[src/rtl/fetch_unit_pkg.sv]
// Shared definitions for the multicycle fetch unit: opcode constants,
// the next-PC source select encoding and the default reset PC.
package fetch_unit_pkg;

    localparam logic [5:0] OP_BEQ = 6'b000100;
    localparam logic [5:0] OP_BNE = 6'b000101;
    localparam logic [5:0] OP_J   = 6'b000010;
    localparam logic [5:0] OP_JAL = 6'b000011;

    localparam logic [31:0] RESET_PC_DEFAULT = 32'h0000_0000;

    typedef enum logic [1:0] {
        PCSRC_SEQ    = 2'b00,
        PCSRC_JUMP   = 2'b01,
        PCSRC_BRANCH = 2'b10,
        PCSRC_REG    = 2'b11
    } pcsrc_e;

endpackage

[src/rtl/fetch_unit_if.sv]
// Controller strobes and unified-memory bus between the multicycle
// controller/memory (master) and the fetch unit (slave).
interface fetch_unit_if;

    logic        PCWrite;
    logic        PCWriteCond;
    logic        IRWrite;
    logic        IorD;
    logic [1:0]  PCSrc;
    logic [31:0] mem_addr;
    logic [31:0] mem_rdata;

    modport master (
        output PCWrite, PCWriteCond, IRWrite, IorD, PCSrc, mem_rdata,
        input  mem_addr
    );

    modport slave (
        input  PCWrite, PCWriteCond, IRWrite, IorD, PCSrc, mem_rdata,
        output mem_addr
    );

endinterface

[src/rtl/fetch_unit_npc_select.sv]
// Combinational next-PC selection: evaluates the branch condition from the
// IR opcode, chooses the PC source, forces word alignment and reports
// whether a load would use a misaligned source.
module npc_select
    import fetch_unit_pkg::*;
(
    input  logic        pcwrite,
    input  logic        pcwritecond,
    input  logic        zeroflag,
    input  logic [1:0]  pcsrc,
    input  logic [3:0]  pc_hi,
    input  logic [31:0] instruction,
    input  logic [31:0] alu_result,
    input  logic [31:0] alu_out,
    input  logic [31:0] reg_a,
    output logic        pc_load,
    output logic [31:0] next_pc,
    output logic        misaligned
);

    logic [31:0] src;
    logic        branch_cond;

    // Branch condition from the opcode, source mux, and load/misalign decode
    always_comb begin
        branch_cond = 1'b0;
        case (instruction[31:26])
            OP_BEQ:  branch_cond = zeroflag;
            OP_BNE:  branch_cond = !zeroflag;
            default: branch_cond = 1'b0;
        endcase

        src = alu_result;
        case (pcsrc_e'(pcsrc))
            PCSRC_SEQ:    src = alu_result;
            PCSRC_JUMP:   src = {pc_hi, instruction[25:0], 2'b00};
            PCSRC_BRANCH: src = alu_out;
            PCSRC_REG:    src = reg_a;
            default:      src = alu_result;
        endcase

        pc_load    = pcwrite | (pcwritecond & branch_cond);
        next_pc    = {src[31:2], 2'b00};
        misaligned = pc_load & (src[1:0] != 2'b00);
    end

endmodule

[src/rtl/fetch_unit.sv]
// Multicycle fetch unit: holds PC, IR and MDR, drives the unified memory
// address and flags misaligned PC targets (sticky until reset).
// Optional feature macro: FETCH_PERF_CNT_EN adds instr_count/cycle_count.
module fetch_unit
    import fetch_unit_pkg::*;
#(
    parameter logic [31:0] RESET_PC = RESET_PC_DEFAULT
) (
    input  logic        clk,
    input  logic        rst,
    fetch_unit_if.slave bus,
    input  logic        zeroflag,
    input  logic [31:0] alu_result,
    input  logic [31:0] alu_out,
    input  logic [31:0] reg_a,
    output logic [31:0] pc,
    output logic [31:0] instruction,
    output logic [31:0] mdr,
    output logic        pc_misaligned
`ifdef FETCH_PERF_CNT_EN
    ,
    output logic [31:0] instr_count,
    output logic [31:0] cycle_count
`endif
);

    logic        pc_load;
    logic [31:0] next_pc;
    logic        misaligned;

    npc_select u_npc_select (
        .pcwrite     (bus.PCWrite),
        .pcwritecond (bus.PCWriteCond),
        .zeroflag    (zeroflag),
        .pcsrc       (bus.PCSrc),
        .pc_hi       (pc[31:28]),
        .instruction (instruction),
        .alu_result  (alu_result),
        .alu_out     (alu_out),
        .reg_a       (reg_a),
        .pc_load     (pc_load),
        .next_pc     (next_pc),
        .misaligned  (misaligned)
    );

    assign bus.mem_addr = bus.IorD ? alu_out : pc;

    // PC update and sticky misalignment flag
    always_ff @(posedge clk or posedge rst) begin
        if (rst) begin
            pc            <= RESET_PC;
            pc_misaligned <= 1'b0;
        end else begin
            if (pc_load) begin
                pc <= next_pc;
            end
            if (misaligned) begin
                pc_misaligned <= 1'b1;
            end
        end
    end

    // IR captures memory data on IRWrite; MDR captures it every cycle
    always_ff @(posedge clk or posedge rst) begin
        if (rst) begin
            instruction <= 32'h0;
            mdr         <= 32'h0;
        end else begin
            if (bus.IRWrite) begin
                instruction <= bus.mem_rdata;
            end
            mdr <= bus.mem_rdata;
        end
    end

`ifdef FETCH_PERF_CNT_EN
    // Performance counters: fetched instructions and cycles out of reset
    always_ff @(posedge clk or posedge rst) begin
        if (rst) begin
            instr_count <= 32'h0;
            cycle_count <= 32'h0;
        end else begin
            if (bus.IRWrite) begin
                instr_count <= instr_count + 32'd1;
            end
            cycle_count <= cycle_count + 32'd1;
        end
    end
`endif

endmodule

[src/flat_wrapper.sv]
// flat-port wrapper written by rule: the top's interface ports become plain ports
module fetch_unit_flat import fetch_unit_pkg::*;
#(
    parameter logic [31:0] RESET_PC = RESET_PC_DEFAULT
)
  (clk, rst, zeroflag, alu_result, alu_out, reg_a, pc, instruction, mdr, pc_misaligned, bus_PCWrite, bus_PCWriteCond, bus_IRWrite, bus_IorD, bus_PCSrc, bus_mem_rdata, bus_mem_addr);
  fetch_unit_if bus_i ();
  input  logic clk;
  input  logic rst;
  input  logic zeroflag;
  input  logic [31:0] alu_result;
  input  logic [31:0] alu_out;
  input  logic [31:0] reg_a;
  output logic [31:0] pc;
  output logic [31:0] instruction;
  output logic [31:0] mdr;
  output logic pc_misaligned;
  input wire logic [$bits(bus_i.PCWrite)-1:0] bus_PCWrite;
  input wire logic [$bits(bus_i.PCWriteCond)-1:0] bus_PCWriteCond;
  input wire logic [$bits(bus_i.IRWrite)-1:0] bus_IRWrite;
  input wire logic [$bits(bus_i.IorD)-1:0] bus_IorD;
  input wire logic [$bits(bus_i.PCSrc)-1:0] bus_PCSrc;
  input wire logic [$bits(bus_i.mem_rdata)-1:0] bus_mem_rdata;
  output wire logic [$bits(bus_i.mem_addr)-1:0] bus_mem_addr;
  assign bus_i.PCWrite = bus_PCWrite;
  assign bus_i.PCWriteCond = bus_PCWriteCond;
  assign bus_i.IRWrite = bus_IRWrite;
  assign bus_i.IorD = bus_IorD;
  assign bus_i.PCSrc = bus_PCSrc;
  assign bus_i.mem_rdata = bus_mem_rdata;
  assign bus_mem_addr = bus_i.mem_addr;
  fetch_unit #(.RESET_PC(RESET_PC)) u_core (.clk(clk), .rst(rst), .bus(bus_i), .zeroflag(zeroflag), .alu_result(alu_result), .alu_out(alu_out), .reg_a(reg_a), .pc(pc), .instruction(instruction), .mdr(mdr), .pc_misaligned(pc_misaligned));
endmodule
[config.mk]
export PLATFORM = sky130hd
export DESIGN_NAME = fetch_unit_flat
export DESIGN_NICKNAME = d
export VERILOG_FILES = /design/src/rtl/fetch_unit_pkg.sv /design/src/rtl/fetch_unit_if.sv /design/src/rtl/fetch_unit_npc_select.sv /design/src/rtl/fetch_unit.sv /design/src/flat_wrapper.sv
export SDC_FILE = /design/constraint.sdc
export NUM_CORES = 1
export LEC_CHECK = 0
export ABC_AREA = 1
export CAP_MARGIN = 10
export CORE_MARGIN = 3
export CORE_UTILIZATION = 37
export CTS_CLUSTER_DIAMETER = 40
export CTS_CLUSTER_SIZE = 16
export DETAILED_ROUTE_END_ITERATION = 7
export HOLD_SLACK_MARGIN = 0.02
export PLACE_DENSITY = 0.8
export SLEW_MARGIN = 20
export SYNTH_ARGS = -nofsm -noshare
export SYNTH_HDL_FRONTEND = slang
export SYNTH_SLANG_ARGS = --single-unit
[constraint.sdc]
create_clock -name clk -period 3.2 [get_ports clk]
set_input_delay 0.48 -clock clk [delete_from_list [all_inputs] [get_ports clk]]
set_output_delay 0.48 -clock clk [all_outputs]
set_load 0.02 [all_outputs]
==> impl_metrics.env, run 1 <==
export IMPL_synth_ff_latch_count=95
export IMPL_post_dp_cell_area_sq_um=7043
export IMPL_dp_slack_ps=543.1
export IMPL_floorplan_initialDensity=0.3871
export IMPL_first_pass_iters=5
export IMPL_dpl_hpwl_um=11920
export IMPL_die_area_sq_um=12970
export IMPL_grt_use_total=0.2394
export IMPL_nets=878
export IMPL_fin_hold_ws_ps=479.1
export IMPL_min_period_ps=2686
export IMPL_hold_viol_final=0
export IMPL_vias=4422
export IMPL_crit_fanout=33
export IMPL_cts_htree_levels=3
export IMPL_drive_gt1_frac=0.08579
export IMPL_ys_flop_type="dfrtp_1"
export IMPL_netlist_area_sq_um=4307
export IMPL_hold_class="reg -> reg"
export IMPL_startpoint_type="primary input"
export IMPL_antenna_found_initial=0
export IMPL_finalSetupTns_ps=0
export IMPL_endpoint_kind="output port"
export IMPL_hold_buffers=0
export IMPL_required_ps=2720
export IMPL_grt_pass1_vias=4540
export IMPL_synth_edf_count=0
export IMPL_tritoncts="built"
export IMPL_pin_count=266
export IMPL_ys_async_sr_fraction=1.000
export IMPL_p_total_mw=3.434
export IMPL_cts_setup_buffers=0
export IMPL_yosysMostFrequentCell="nand2_1"
export IMPL_wire_per_inst_um=17.65
export IMPL_clock_skew_final_ps=8.006
export IMPL_synth_cell_types=18
export IMPL_numCtsBuffers=9
export IMPL_grt_max_degree=57
export IMPL_die_w_um=113.9
export IMPL_synth_top_area_frac=0.5520
export IMPL_grt_overflow=0
export IMPL_period_share=0.8394
export IMPL_drt_iter0_drc=282
export IMPL_power_density_nw_per_um2=468.3
export IMPL_path_clk_slew_ps=60
export IMPL_synthTopCellsByArea="dfrtp_1, nand2_1, mux2_2, o21ai_0, nand4_1"
export IMPL_worstSetupPathType="in -> out"
export IMPL_diodes=0
export IMPL_clock_fmax_mhz=372.3
export IMPL_portBuffers=263
export IMPL_p_leak_nw=3.170
export IMPL_postRouteAntennaNets=0
export IMPL_rsz0062_at_grt="false"
export IMPL_slew_headroom=0.4409
export IMPL_core_sq_um=11130
export IMPL_avgSynthCellArea_sq_um=8.861
export IMPL_worstMarginPinSlew_ps=838.7
export IMPL_synth_top_cell_by_area="dfrtp_1"
export IMPL_finalWorstSetupSlack_ps=514.1
export IMPL_synth_common_cells="nand2_1, dfrtp_1, o21ai_0, inv_1, mux2_2"
export IMPL_area_growth_syn_to_layout_pct=70.28
export IMPL_gp_congestion=0.8760
export IMPL_fp_row_count=38
export IMPL_yosysWarnings=0
export IMPL_maxCapViolations=0
export IMPL_status="finished clean"
export IMPL_clock_latency_ps=330
export IMPL_vias_per_cell=4.991
export IMPL_clockBufferDepth=2
export IMPL_synth_cells=486
export IMPL_seq_area_frac_synth=0.5520
export IMPL_peakVddDrop_v=0.0002827
export IMPL_arrival_ps=2210
export IMPL_grt_pass1_wl_um=24180
export IMPL_routed_wl_um=15640
export IMPL_cts_root_buf="clkbuf_16"
export IMPL_design_area_sq_um=7333
export IMPL_drc=0
export IMPL_slew_violations=0
export IMPL_fp_dieH_um=113.9
export IMPL_cts_sinks=95
export IMPL_cts_resized=0
export IMPL_setup_violations_final=0
-- cells in the final DEF, fill, tap and decap left out --
cell type	synthesis	routed
clkdlybuf4s50_1	0	261
nand2_1	189	188
dfrtp_1	95	95
o21ai_0	52	52
inv_1	37	36
mux2_2	32	32
nand4_1	26	26
nand3_1	10	10
clkbuf_16	0	9
o21ai_1	7	7
buf_4	3	7
nor2_1	4	3
clkinv_2	0	3
nor2_2	1	2
conb_1	1	2
buf_2	18	2
buf_12	0	2
inv_4	0	1
nand2_2	0	1
inv_2	1	1
nor2_4	1	1
a21o_1	1	1
clkbuf_1	5	1
clkinvlp_4	0	1
clkinv_4	0	1
bufinv_16	0	1
-- state kept, by name (all words and copies together), names as in the netlist --
register and flops:
u_core.instruction 32, u_core.mdr 32, u_core.pc 30, u_core.pc_misaligned 1
-- where the power goes --
group          leakage [nW]  switching, mW  internal (mW)
Clock                 0.142          0.434          0.603
Sequential             1.13         0.0680           1.31
Combinational          1.89          0.506          0.511
Total                  3.17           1.01           2.43
-- critical path: stages --
cell and delay (ps):
buf_2 500, buf_4 340, nand2_1 100, o21ai_0 120, clkdlybuf4s50_1 650
-- metrics by stage --
| step | utilization | std cells |
|---|---|---|
| final | 0.6591 | 886 |
| after global routing | 0.6591 | 886 |
| after CTS | 0.6591 | 886 |
| after detailed placement | 0.6330 | 870 |
| after global placement | 0.6330 | 870 |
| after floorplan | - | 487 |
-- routing by layer --
metal	part of all wire	vias to the layer above	GRT usage
met1	0.36	2087	0.2761
met4	0.029	0	0.09897
met5	0	-	0
li1	-	2074	-
met2	0.52	225	0.4260
met3	0.084	36	0.05676
-- final cells by class --
cell class,instances,area (sq um)
Sequential cell,95,2377
Tap cell,140,175.2
Inverter,38,145.1
Multi-Input combinational cell,325,1630
Fill cell,906,3792
Clock inverter,6,61.31
Clock buffer,10,229.0
Timing Repair Buffer,272,2715
-- cells by family after synthesis --
| family | Yosys count | share of synthesized area |
|---|---|---|
| compound gates | 60 | 0.07031 |
| simple gates | 231 | 0.2217 |
| buf+inv | 67 | 0.07147 |
| flops | 95 | 0.5520 |
| other cells | 1 | 0.0008708 |
| mux | 32 | 0.08367 |
-- worst paths after layout --
kind / cells past startpoint / from / end / slack [ps]
max: 5 / bus_IorD / bus_mem_addr[14] / 510
min: 1 / u_core.pc_misaligned / u_core.pc_misaligned / 480
max reg2reg: 8 / u_core.instruction[29] / u_core.pc[23] / 1480
min reg2reg: 1 / u_core.pc_misaligned / u_core.pc_misaligned / 480
max in group asynchronous: 3 / rst / u_core.pc[10] / 1980
min in group asynchronous: 2 / rst / u_core.mdr[5] / 520
Power figures use the tool's default switching activity.
==> inputs of run 2 (changes only) <==
- CORE_UTILIZATION: 37 -> 34
- PLACE_DENSITY: 0.8 -> 0.78
- clock period: 3.2 -> 2.15 ns (I/O delays scaled with it)
==> run 2 against run 1 <==
Against the previous run: cell area up 2.0%; sequential cell count unchanged; via count about the same; critical endpoint is now bus_mem_addr[28]; clock power rose by 44%; combinational power rose by 50%; sequential share of layout area down 0.62 points; power rose by 48%; non-clock buffer count increased by 6; hold slack worse by 110 ps; largest cell class unchanged.
==> impl_metrics.env, run 2 (same netlist as run 1, synthesis figures left out) <==
export IMPL_fin_hold_ws_ps=365.0
export IMPL_grt_max_degree=49
export IMPL_die_w_um=118.5
export IMPL_vias_per_cell=4.799
export IMPL_crit_fanout=2
export IMPL_grt_met1_usage=0.2337
export IMPL_grt_use_total=0.2096
export IMPL_wire_per_inst_um=16.28
export IMPL_numCtsBuffers=9
export IMPL_slew_violations=0
export IMPL_min_period_ps=1941
export IMPL_startpoint_type="primary input"
export IMPL_dpl_hpwl_um=11400
export IMPL_cts_setup_buffers=0
export IMPL_cts_htree_levels=3
export IMPL_dp_slack_ps=203.8
export IMPL_finalWorstSetupSlack_ps=209.3
export IMPL_fill_cells=1052
export IMPL_endpoint_kind="output port"
export IMPL_power_density_nw_per_um2=680.3
export IMPL_worstPathCellList="clkdlybuf4s50_1 > mux2_2 > clkdlybuf4s50_1"
export IMPL_fp_row_count=40
export IMPL_crit_top_cell="clkdlybuf4s50_1"
export IMPL_routed_wl_um=14990
export IMPL_cts_resized=0
export IMPL_cp_num_buf_inv=2
export IMPL_fin_util=0.6123
export IMPL_critPathTopFamily="buffers and inverters"
export IMPL_cts_root_buf="clkbuf_16"
export IMPL_p_leak_nw=3.218
export IMPL_critPathSlowestCell="clkdlybuf4s50_1"
export IMPL_p_total_mw=5.087
export IMPL_drt_iter0_drc=252
export IMPL_grt_busiest_layer="met2"
export IMPL_top_regs="u_core.instruction: 32 flops, u_core.mdr: 32 flops, u_core.pc: 30 flops"
export IMPL_area_growth_syn_to_layout_pct=73.62
export IMPL_path_clk_slew_ps=60
export IMPL_floorplan_initialDensity=0.3527
export IMPL_vias=4420
export IMPL_hold_viol_final=0
export IMPL_postRouteAntennaNets=0
export IMPL_clock_fmax_mhz=515.3
export IMPL_peakVddDrop_v=0.0003342
export IMPL_worstSetupPathType="in -> out"
export IMPL_layout_commonest_cell="clkdlybuf4s50_1"
export IMPL_hold_buffers=0
export IMPL_drive_gt1_frac=0.09176
export IMPL_cts_sinks=95
export IMPL_grt_pass1_wl_um=23480
export IMPL_required_ps=1830
export IMPL_tritoncts="built"
export IMPL_die_area_sq_um=14050
export IMPL_fp_dieH_um=118.5
export IMPL_hold_class="in -> async"
export IMPL_period_share=0.9027
export IMPL_critPathMaxStageDelay_ps=550
export IMPL_arrival_ps=1620
export IMPL_status="finished clean"
export IMPL_core_sq_um=12210
export IMPL_pin_count=266
export IMPL_maxCapViolations=0
export IMPL_nets=884
export IMPL_grt_overflow=0
export IMPL_first_pass_iters=5
export IMPL_setup_violations_final=0
export IMPL_grtUsageMet3=0.05837
export IMPL_clockBufferDepth=2
export IMPL_drc=0
export IMPL_rsz0062_at_grt="false"
export IMPL_gp_congestion=0.8850
export IMPL_clock_skew_final_ps=5.649
export IMPL_final_cell_mix="clkdlybuf4s50_1, nand2_1, dfrtp_1"
export IMPL_antenna_found_initial=1
export IMPL_grt_pass1_vias=4553
export IMPL_grt_use_met2=0.3719
export IMPL_finalSetupTns_ps=0
export IMPL_clock_latency_ps=320
export IMPL_portBuffers=263
==> run 2: changes by cell type in the layout (fill, tap and decap cells not counted) <==
cell       change
buf_4          +1
bufinv_16      -1
clkinv_2       -2
inv_4          -1
clkbuf_8       +3
clkbuf_1       +1
buf_12         +5
diode_2        +1
==> run 2: per-stage QoR <==
stage / area (sq um) / instances
after detailed placement: 7187 / 904
after global routing: 7477 / 921
final: 7477 / 921
after CTS: 7475 / 920
after global placement: 7187 / 904
after floorplan: 4314 / 487
==> run 2: layout make-up <==
type | instances | area, sq um | share of cell area
Clock inverter | 2 | 13.76 | 0.001841
Antenna cell | 1 | 2.502 | 0.0003347
Clock buffer | 14 | 274.0 | 0.03665
Tap cell | 168 | 210.2 | 0.02811
Timing Repair Buffer | 278 | 2823 | 0.3775
Sequential cell | 95 | 2377 | 0.3179
Inverter | 38 | 146.4 | 0.01958
Multi-Input combinational cell | 325 | 1630 | 0.2180
==> run 2: layer usage <==
| metal | routed length (um) | vias up | part of all wire |
|---|---|---|---|
| li1 | - | 2093 | - |
| met1 | 5608 | 2069 | 0.37 |
| met2 | 7570 | 227 | 0.50 |
| met3 | 1361 | 31 | 0.091 |
| met4 | 452 | 0 | 0.030 |
| met5 | 0 | - | 0 |
==> run 2: worst paths after layout <==
check                                        from               endpoint  slack, ps  cells past startpoint
hold / removal                                rst  u_core.instruction[5]        360                      2
max in group asynchronous                     rst         u_core.mdr[16]       1240                      3
setup reg to reg           u_core.instruction[31]          u_core.pc[23]        650                      8
min in group clk                bus_mem_rdata[22]         u_core.mdr[22]        460                      1
hold reg to reg                     u_core.pc[28]          u_core.pc[28]        510                      2
setup / recovery                      alu_out[28]       bus_mem_addr[28]        210                      3
==> run 2: worst register-to-register path: stages, from the launching register on <==
cell     delay [ps]
dfrtp_1         380
inv_1            70
nand2_1          50
nor2_1          100
nand3_1          90
nand2_2         340
buf_12          250
nand2_1          70
o21ai_0          70
==> run 2: report_power, final <==
group / internal (mW) / switching, mW
registers: 1.95 / 0.0996
clock network: 0.881 / 0.623
logic: 0.780 / 0.750
==> inputs of run 3 (changes only) <==
- SETUP_SLACK_MARGIN: not set -> 0.1
==> results of run 3 <==
No change in the layout: final DEF, timing and power equal those of run 2.
